$ cat src/rtl/rc_tdc_pkg.sv
// -----------------------------------------------------------------------------
// rc_tdc_pkg
// Shared types and default sizing for the RC time-to-digital sequencer.
//   state_t          : sequencer FSM states
//   DEF_CNT_W        : default charge-time counter / result width
//   DEF_DSCH_W       : default discharge-hold configuration width
//   DEF_SYNC_STAGES  : default depth of the comparator synchronizer
// -----------------------------------------------------------------------------
package rc_tdc_pkg;

  localparam int DEF_CNT_W       = 24;
  localparam int DEF_DSCH_W      = 16;
  localparam int DEF_SYNC_STAGES = 2;

  typedef enum logic [1:0] {
    IDLE      = 2'd0,
    DISCHARGE = 2'd1,
    CHARGE    = 2'd2,
    DONE      = 2'd3
  } state_t;

endpackage

$ cat src/rtl/rc_tdc_sync.sv
// -----------------------------------------------------------------------------
// rc_tdc_sync
// Multi-flop synchronizer for the asynchronous RC comparator output.
// Ports:
//   clk    in  system clock
//   rst_n  in  synchronous active-low reset, clears every stage
//   d      in  raw asynchronous input
//   q      out input delayed by SYNC_STAGES clk cycles
// -----------------------------------------------------------------------------
module rc_tdc_sync
  import rc_tdc_pkg::*;
#(
  parameter int SYNC_STAGES = DEF_SYNC_STAGES
) (
  input  logic clk,
  input  logic rst_n,
  input  logic d,
  output logic q
);

  logic [SYNC_STAGES-1:0] stages;

  // Shift-and-insert form keeps the description valid for a single stage too.
  always_ff @(posedge clk) begin
    if (!rst_n) begin
      stages <= '0;
    end else begin
      stages <= (stages << 1) | SYNC_STAGES'(d);
    end
  end

  assign q = stages[SYNC_STAGES-1];

endmodule

$ cat src/rtl/rc_tdc_sequencer.sv
// -----------------------------------------------------------------------------
// rc_tdc_sequencer
// Measures the charge time of an external RC network: discharge for a
// configurable hold time, raise step_set, count clk cycles until the
// synchronized comparator trips, repeat 2^cfg_avg_log2 times and report the
// truncated average. A charge that reaches the counter limit aborts the burst
// and reports all-ones with a sticky overflow flag.
// Ports:
//   clk            in  system clock, rising edge
//   rst_n          in  synchronous active-low reset
//   start          in  one-cycle burst request, honoured only in IDLE
//   cfg_avg_log2   in  log2 of samples per burst, latched on start
//   cfg_discharge  in  minimum discharge cycles (0 acts as 1), latched on start
//   step_input     in  raw comparator output, asynchronous
//   step_set       out registered RC excitation, 1 = charge
//   busy           out high whenever the FSM is not IDLE
//   done           out one-cycle pulse while count_out carries a new result
//   count_out      out averaged charge time in clk cycles
//   overflow       out sticky timeout flag, cleared by the next accepted start
// -----------------------------------------------------------------------------
module rc_tdc_sequencer
  import rc_tdc_pkg::*;
#(
  parameter int CNT_W       = DEF_CNT_W,
  parameter int DSCH_W      = DEF_DSCH_W,
  parameter int SYNC_STAGES = DEF_SYNC_STAGES
) (
  input  logic              clk,
  input  logic              rst_n,
  input  logic              start,
  input  logic [1:0]        cfg_avg_log2,
  input  logic [DSCH_W-1:0] cfg_discharge,
  input  logic              step_input,
  output logic              step_set,
  output logic              busy,
  output logic              done,
  output logic [CNT_W-1:0]  count_out,
  output logic              overflow
);

  // Up to eight samples of at most 2^CNT_W-1 each: three extra bits never wrap.
  localparam int ACC_W = CNT_W + 3;
  localparam logic [CNT_W-1:0] CNT_MAX  = '1;
  localparam logic [CNT_W-1:0] CNT_LAST = CNT_MAX - 1'b1;

  state_t state, next_state;

  logic              sync_in;
  logic [1:0]        avg_log2;
  logic [DSCH_W-1:0] hold_target;   // max(cfg_discharge,1) - 1
  logic [DSCH_W-1:0] hold_cnt;
  logic [CNT_W-1:0]  charge_cnt;
  logic [ACC_W-1:0]  acc;
  logic [3:0]        sample_idx;

  logic hold_done;
  logic samples_left;
  logic charge_full;

  rc_tdc_sync #(
    .SYNC_STAGES (SYNC_STAGES)
  ) u_sync (
    .clk   (clk),
    .rst_n (rst_n),
    .d     (step_input),
    .q     (sync_in)
  );

  // hold_cnt is 0 in the first DISCHARGE cycle, so the phase lasts at least
  // hold_target+1 cycles.
  assign hold_done    = (hold_cnt >= hold_target);
  assign samples_left = (sample_idx < (4'd1 << avg_log2));
  assign charge_full  = (charge_cnt == CNT_MAX);

  // ---------------------------------------------------------------------------
  // State register
  // ---------------------------------------------------------------------------
  // NOTE: every clocked process uses non-blocking (<=) assignments so that all
  // flops update together from values sampled before the edge.
  always_ff @(posedge clk) begin
    if (!rst_n) begin
      state <= IDLE;
    end else begin
      state <= next_state;
    end
  end

  // ---------------------------------------------------------------------------
  // Next-state logic
  // ---------------------------------------------------------------------------
  // NOTE: next_state gets a default before the case so no path leaves it
  // unassigned, which would otherwise infer a latch.
  always_comb begin
    next_state = state;
    unique case (state)
      IDLE: begin
        if (start) next_state = DISCHARGE;
      end
      DISCHARGE: begin
        // A comparator still reading high means the cap is not yet empty.
        if (hold_done && !sync_in) begin
          next_state = (samples_left && !overflow) ? CHARGE : DONE;
        end
      end
      CHARGE: begin
        if (sync_in || charge_full) next_state = DISCHARGE;
      end
      DONE: begin
        next_state = IDLE;
      end
      default: begin
        next_state = IDLE;
      end
    endcase
  end

  // ---------------------------------------------------------------------------
  // Output decode
  // ---------------------------------------------------------------------------
  always_comb begin
    busy = (state != IDLE);
    done = (state == DONE);
  end

  // ---------------------------------------------------------------------------
  // Datapath: configuration, counters, accumulator, registered outputs
  // ---------------------------------------------------------------------------
  always_ff @(posedge clk) begin
    if (!rst_n) begin
      step_set    <= 1'b0;
      overflow    <= 1'b0;
      count_out   <= '0;
      avg_log2    <= '0;
      hold_target <= '0;
      hold_cnt    <= '0;
      charge_cnt  <= '0;
      acc         <= '0;
      sample_idx  <= '0;
    end else begin
      // Excitation follows the upcoming state so it is high exactly while
      // charging, except that it drops one cycle early on the full-scale
      // count: a timed-out sample charges for exactly CNT_MAX cycles.
      step_set <= (next_state == CHARGE) &&
                  !((state == CHARGE) && (charge_cnt == CNT_LAST));

      unique case (state)
        IDLE: begin
          if (start) begin
            avg_log2    <= cfg_avg_log2;
            hold_target <= (cfg_discharge == '0) ? '0 : cfg_discharge - 1'b1;
            hold_cnt    <= '0;
            acc         <= '0;
            sample_idx  <= '0;
            overflow    <= 1'b0;
          end
        end
        DISCHARGE: begin
          // Saturate so a stuck comparator cannot wrap the hold count.
          if (!hold_done) hold_cnt <= hold_cnt + 1'b1;
          if (next_state == CHARGE) charge_cnt <= '0;
          if (next_state == DONE) begin
            count_out <= overflow ? CNT_MAX : CNT_W'(acc >> avg_log2);
          end
        end
        CHARGE: begin
          charge_cnt <= charge_cnt + 1'b1;
          if (sync_in) begin
            acc        <= acc + ACC_W'(charge_cnt);
            sample_idx <= sample_idx + 1'b1;
            hold_cnt   <= '0;
          end else if (charge_full) begin
            overflow   <= 1'b1;
            hold_cnt   <= '0;
          end
        end
        default: begin
        end
      endcase
    end
  end

endmodule

$ cat config.mk
export PLATFORM = sky130hd
export DESIGN_NAME = rc_tdc_sequencer
export DESIGN_NICKNAME = d
export VERILOG_FILES = /design/src/rtl/rc_tdc_pkg.sv /design/src/rtl/rc_tdc_sync.sv /design/src/rtl/rc_tdc_sequencer.sv
export SDC_FILE = /design/constraint.sdc
export NUM_CORES = 1
export LEC_CHECK = 0
export ABC_CLOCK_PERIOD_IN_PS = 2900
export CAP_MARGIN = 20
export CORE_UTILIZATION = 45
export CTS_CLUSTER_SIZE = 12
export DETAILED_ROUTE_END_ITERATION = 7
export PLACE_DENSITY = 0.74
export SLEW_MARGIN = 5
export SYNTH_ARGS = -nofsm -noshare
export SYNTH_HDL_FRONTEND = slang
export SYNTH_SLANG_ARGS = --single-unit
$ cat constraint.sdc
create_clock -name clk -period 2.9 [get_ports clk]
set_clock_uncertainty 0.05 [all_clocks]
set_input_delay 0.435 -clock clk [delete_from_list [all_inputs] [get_ports clk]]
set_output_delay 0.435 -clock clk [all_outputs]
set_load 0.03 [all_outputs]
# Word-level counts from Yosys, hierarchy flattened

Index checks and enable logic that the tools add are counted.

Register bits: 119
Input port bits: 22
Output and inout port bits: 28
Word-level logic and storage cells: 79

Add/subtract/negate cells: 5
Magnitude comparators: 2
Equal/unequal tests: 14
Shift operators: 2
Multiplexer cells: 24
Bitwise operators: 1
Reduce and logical (&&, ||, !) cells: 20

Operator list:

| operator              | number |
|---|---|
| $mux 16               | 5 |
| $mux 27               | 2 |
| $pmux 27 s2           | 1 |
| $eq 24x24->1 const B  | 2 |
| $mux 24               | 2 |
| $pmux 16 s3           | 1 |
| $pmux 24 s2           | 1 |
| $add 27x24->27        | 1 |
| $shr 27x2->24         | 1 |
| $add 24x1->24 const B | 1 |
| $add 16x1->16 const B | 1 |
| $ge 16x16->1          | 1 |
| $logic_not 16->1      | 1 |
| $sub 16x1->16 const B | 1 |
| $ne 2x2->1 const B    | 5 |
| $eq 2x2->1 const B    | 4 |
| $mux 4                | 2 |
| $pmux 2 s4            | 1 |
| $pmux 4 s2            | 1 |
| $reduce_and 4->1      | 2 |
| $mux 2                | 3 |
| $reduce_and 2->1      | 3 |
| $reduce_bool 2->1     | 3 |
| $add 4x1->4 const B   | 1 |
| 14 further kinds      | 22 |

# Logic depth before layout (Yosys ltp)

Depth after elaboration: 9
Depth in mapped cells: 14
Gate-level depth less buffers: 10

# Cells and area by module

A second synthesis with hierarchy kept.

Cell total of the unflattened synthesis: 843
Area total of the unflattened synthesis: 7063.0 um2

By module, submodules not included:

| module           | instances | cells each | area each (um2) | sequential area each (um2) |
|---|---|---|---|---|
| rc_tdc_sequencer | 1         | 839        | 7010.5          | 2342.2 |
| rc_tdc_sync      | 1         | 4          | 52.6            | 40.0 |

# Worst setup path before layout

No wires, ideal clock.

Path kind: register to register
Start point: reg avg_log2[0]
End point: reg count_out[0]
Setup time: 116 ps
Arrival: 2895 ps
Data required time: 2734 ps
Setup slack: -161 ps
Cell stages (with the launch flop): 15
Buffers on the path: 5
Period minus slack after synthesis: 3061 ps
Cell sequence: dfxtp_1 -> clkbuf_1 -> buf_1 -> clkbuf_1 -> nand2b_1 -> ha_1 -> o31a_1 -> o21a_1 -> o21ai_0 -> a21oi_1 -> o21bai_1 -> and3_1 -> buf_2 -> buf_2 -> o211a_1

Cells in the longest elaborated chain, start to end: 8
Elaborated cells on any way between the ends: 10
Those cells by class: order compare (1); eq/ne (1); shift (2); mux (4); reduce/logical (2)

RTL lines:

| item                       | RTL line                | source |
|---|---|---|
| from (decl)                | rc_tdc_sequencer.sv:49  | `logic [1:0] avg_log2;` |
| from (signal assigned)     | rc_tdc_sequencer.sv:149 | `avg_log2 <= cfg_avg_log2;` |
| $shl 1x2->4                | rc_tdc_sequencer.sv:72  | `assign samples_left = (sample_idx < (4'd1 << avg_log2));` |
| $lt 4x4->1                 | rc_tdc_sequencer.sv:72  |  |
| $logic_and 1x1->1          | rc_tdc_sequencer.sv:102 | `next_state = (samples_left && !overflow) ? CHARGE : DONE;` |
| $mux 1                     | rc_tdc_sequencer.sv:102 |  |
| $mux 2                     | rc_tdc_sequencer.sv:101 | `if (hold_done && !sync_in) begin` |
| $pmux 2 s4                 | rc_tdc_sequencer.sv:95  | `unique case (state)` |
| $eq 2x2->1                 | rc_tdc_sequencer.sv:161 | `if (next_state == DONE) begin` |
| $reduce_and 2->1 (no line) | -                       |  |
| to (signal assigned)       | rc_tdc_sequencer.sv:162 | `count_out <= overflow ? CNT_MAX : CNT_W'(acc >> avg_log2);` |
| to (decl)                  | rc_tdc_sequencer.sv:37  | `output logic [CNT_W-1:0] count_out,` |

Several ways; a longest one is shown, not always the timed one.
A chain may end at the register's enable or synchronous reset.

# Worst setup path after layout

Start point: reg acc[1]
End point: reg acc[19]

Cells in the longest elaborated chain, start to end: 3

RTL lines:

| item                   | RTL line                | source |
|---|---|---|
| from (decl)            | rc_tdc_sequencer.sv:53  | `logic [ACC_W-1:0] acc;` |
| from (signal assigned) | rc_tdc_sequencer.sv:168 | `acc <= acc + ACC_W'(charge_cnt);` |
| $add 27x24->27         | rc_tdc_sequencer.sv:168 |  |
| $mux 27                | rc_tdc_sequencer.sv:167 | `if (sync_in) begin` |
| $pmux 27 s2            | rc_tdc_sequencer.sv:146 | `unique case (state)` |

Every way passes these cells. The select of a mux whose other input is x is not followed.

==> flow_summary_export.csv <==
group,metric,value,unit
routing,via_count,6417,
routing,antenna_left,0,
place,dp.cells,1117,
finish,instances_no_fill,1150,
power,internal-power,3582,uW
cts,cts_buffers,17,
cts,hold_buffers,0,
cts,cts_tree,"built",
cts,clk_pin_slew,0.06,ns
status,outcome,"complete, no violations",
finish,fin_area,8816,sq um
sta,setup-violations-final,0,
routing,drt-pass1-iter-count,5,
die,dieWidth,129.3,um
synthesis,seq_area_frac_synth,32.65,%
routing,avgViaCountPerCell,5.580,
finish,fill_cells,1428,
cts,cts_htree_levels,4,
worst_setup_path,cp-start-kind,"flop",
synthesis,synth.most_common_cell,"dfxtp_1",
sta,hold_slack,0.3808,ns
power,p_total,4834,uW
run,maxCapViolCount,0,
die,initial_utilization,45.94,%
routing,wl,17660,um
sta,tightestPinTransition,0.4722,ns
sta,finalHoldViolCount,0,
finish,area_growth,20.82,%
global_route,grt_pass1_vias,5901,
power,swShare,25.90,%
worst_setup_path,critPathSlowestCell,"dfxtp_1",
sta,timing.fmax,0.3654,GHz
min_path,min_path_type,"input port to flop",
routing,wl_per_cell,15.35,um
synthesis,ys.flop_type,"dfxtp_1",
cts,insertion_delay,0.42,ns
die,num_io_pins,50,
place,globalplace.congestion,0.8834,
synthesis,yosys-top-cells-count,"119 x dfxtp_1, 103 x nand2_1, 66 x nor2_1, 48 x ha_1, 44 x a21oi_1",
synthesis,yosysUniqueCellTypes,67,
cts,cts_root_buffer,"clkbuf_16",
power,power_density,548.3,nW/um^2
sta,period_share,94.37,%
global_route,grt_remaining_overflow,0,
sta,layout_min_cycle_time,2.737,ns
cts,clockBufferDepth,2,
global_route,grt_pass1_wl,28730,um
finish,insertedDiodeCount,0,
synthesis,syn-instance-count,866,
routing,drc,0,
synthesis,netlist_area,7297,sq um
place,hpwl,12620,um
cts,cts.sinks,119,
sta,layout_setup_ws,0.1633,ns
finish,nets,992,
die,num_rows,46,
power,vdd_drop_max,0.3948,mV
global_route,antenna_found_initial,0,
worst_setup_path,worstPathCellList,"ha_1 -> a211oi_1 -> nor2_1 -> a21oi_1 -> a21oi_1 -> or2_2 -> a31oi_1 -> xor2_1 -> o21ai_0",
worst_setup_path,crit_path_end_kind,"flop",
worst_setup_path,crit_buf_inv,0,
place,postPlaceCellArea,8115,sq um
synthesis,synth-edff-count,0,
synthesis,yosysTopAreaCell,"dfxtp_1",
synthesis,synth_top_area_share,32.65,%
place,io_buffers,49,
die,die_h,129.3,um
synthesis,yosys_warnings,0,
worst_setup_path,crit_fanout,5,
die,die_area,16730,sq um
synthesis,synth_nets,937,
worst_setup_path,worst_ep_arrival_time,2.98,ns
routing,drt_iter0_markers,482,
worst_setup_path,worstSetupPathType,"flop to flop",
sta,maxSlewHeadroom,68.52,%
synthesis,synth_area_leaders,"dfxtp_1 33%, ha_1 8.2%, mux2i_1 5.9%",
global_route,grt_max_degree,51,
place,preCtsSetupSlack,0.03561,ns
power,power_frac_clock,49.3,%
die,design.core.area,15890,sq um
power,power.leakage,0.003640,uW
synthesis,syn_avg_cell_area,8.426,sq um
power,pwr-share-seq,36.0,%
power,combPwrFrac,14.7,%
power,p_sw,1252,uW
sta,slew_violations,0,
worst_setup_path,crit_required,3.14,ns
worst_setup_path,cpLargestDelayFamily,"compound AO/OA/AOI/OAI gates",
global_route,grt_usage,21.88,%
finish,drive_gt1_share,8.458,%
worst_setup_path,slowest_delay,0.47,ns
worst_setup_path,crit_top_cell,"a21oi_1",
synthesis,ys_seq_elements,119,
synthesis,async_flop_share,0,%
stage by stage:
step	util (%)	TNS, ns
after detailed placement	51.09	0
final	55.50	0
after global placement	51.09	0
after floorplan	-	0
after CTS	55.28	0
after global routing	55.50	-0.08534
cell usage in the layout, fill, tap and decap left out, types with 4 or more instances in the layout:
| cell | n |
|---|---|
| a22oi_1 | 8 |
| o21a_1 | 4 |
| clkdlybuf4s50_1 | 48 |
| inv_1 | 25 |
| nand3b_1 | 5 |
| o31ai_1 | 4 |
| nor3_1 | 13 |
| and2_1 | 12 |
| o22ai_1 | 21 |
| o211a_1 | 25 |
| o21bai_1 | 5 |
| o211ai_1 | 6 |
| bufinv_16 | 5 |
| nand2_1 | 103 |
| nor4_1 | 4 |
| nand3_1 | 34 |
| buf_4 | 23 |
| dfxtp_1 | 118 |
| and3_1 | 20 |
| xor2_1 | 16 |
| a21oi_1 | 44 |
| a211oi_1 | 6 |
| ha_1 | 47 |
| a21boi_0 | 5 |
| a21o_1 | 11 |
| clkbuf_16 | 17 |
| nand4_1 | 12 |
| nor2_1 | 66 |
| nand2b_1 | 23 |
| nor2b_1 | 21 |
| a31oi_1 | 5 |
| mux2i_1 | 43 |
| o21ai_0 | 32 |
| xnor2_1 | 38 |
repair_timing:
action | CTS | global route
resized for setup | 0 | 9
setup buffers | 0 | 1
endpoints found under the setup margin | 0 | 9
layer usage:
metal	share of wire [%]	global-route usage [%]	up-vias	wire length, um
met2	47	36.50	141	8334
li1	-	-	3234	-
met5	0	0	-	0
met3	3.3	4.789	34	585
met4	2.2	7.543	0	382
met1	47	27.86	3008	8356
area by class of cell:
cell class,count,area [sq um],share of cell area [%]
multi-input combinational,683,4684,53.14
sequential,119,2384,27.04
timing repair buffer,75,718.2,8.146
clock buffer,21,470.5,5.336
tap,216,270.3,3.066
clock inverter,11,195.2,2.214
inverter,25,93.84,1.064
registers in the layout, indices dropped and copies added (netlist names):
| register | cells |
|---|---|
| sample_idx | 4 |
| hold_cnt | 16 |
| state | 2 |
| overflow | 1 |
| step_set | 1 |
| count_out | 24 |
| acc | 27 |
| hold_target | 16 |
| charge_cnt | 24 |
| avg_log2 | 2 |
| u_sync.stages | 2 |
power by group through the flow:
stage | clock network (uW) | logic [uW] | registers [uW]
after floorplan | 0 | 410 | 1830
after detailed placement | 0 | 704 | 1770
after global placement | 0 | 694 | 1770
after CTS | 2400 | 709 | 1740
after global routing | 2480 | 774 | 1750
final | 2380 | 711 | 1740
worst register-to-register path, cell delays in order (launching register included):
cell,delay [ns]
dfxtp_1,0.47
ha_1,0.31
a211oi_1,0.31
nor2_1,0.14
a21oi_1,0.32
a21oi_1,0.15
or2_2,0.34
a31oi_1,0.23
xor2_1,0.19
o21ai_0,0.10
path summary, 6_finish.rpt:
check,to,slack (ns),cells after the start,start
max,acc[19],0.16,9,acc[1]
min,charge_cnt[1],0.38,2,rst_n
max reg2reg,acc[19],0.16,9,acc[1]
min reg2reg,u_sync.stages[1],0.38,1,u_sync.stages[0]
kinds of logic after synthesis:
kind of cell	Yosys count	share of synthesized area, %
and+or+nand+nor	328	21.91
AOI/OAI and AO/OA	207	20.42
DFF	119	32.65
buffers and inverters	64	3.515
xor gates and xnor gates	54	6.481
adders and majority gates	49	8.505
muxes	45	6.516
(Power assumes the default switching activity.)
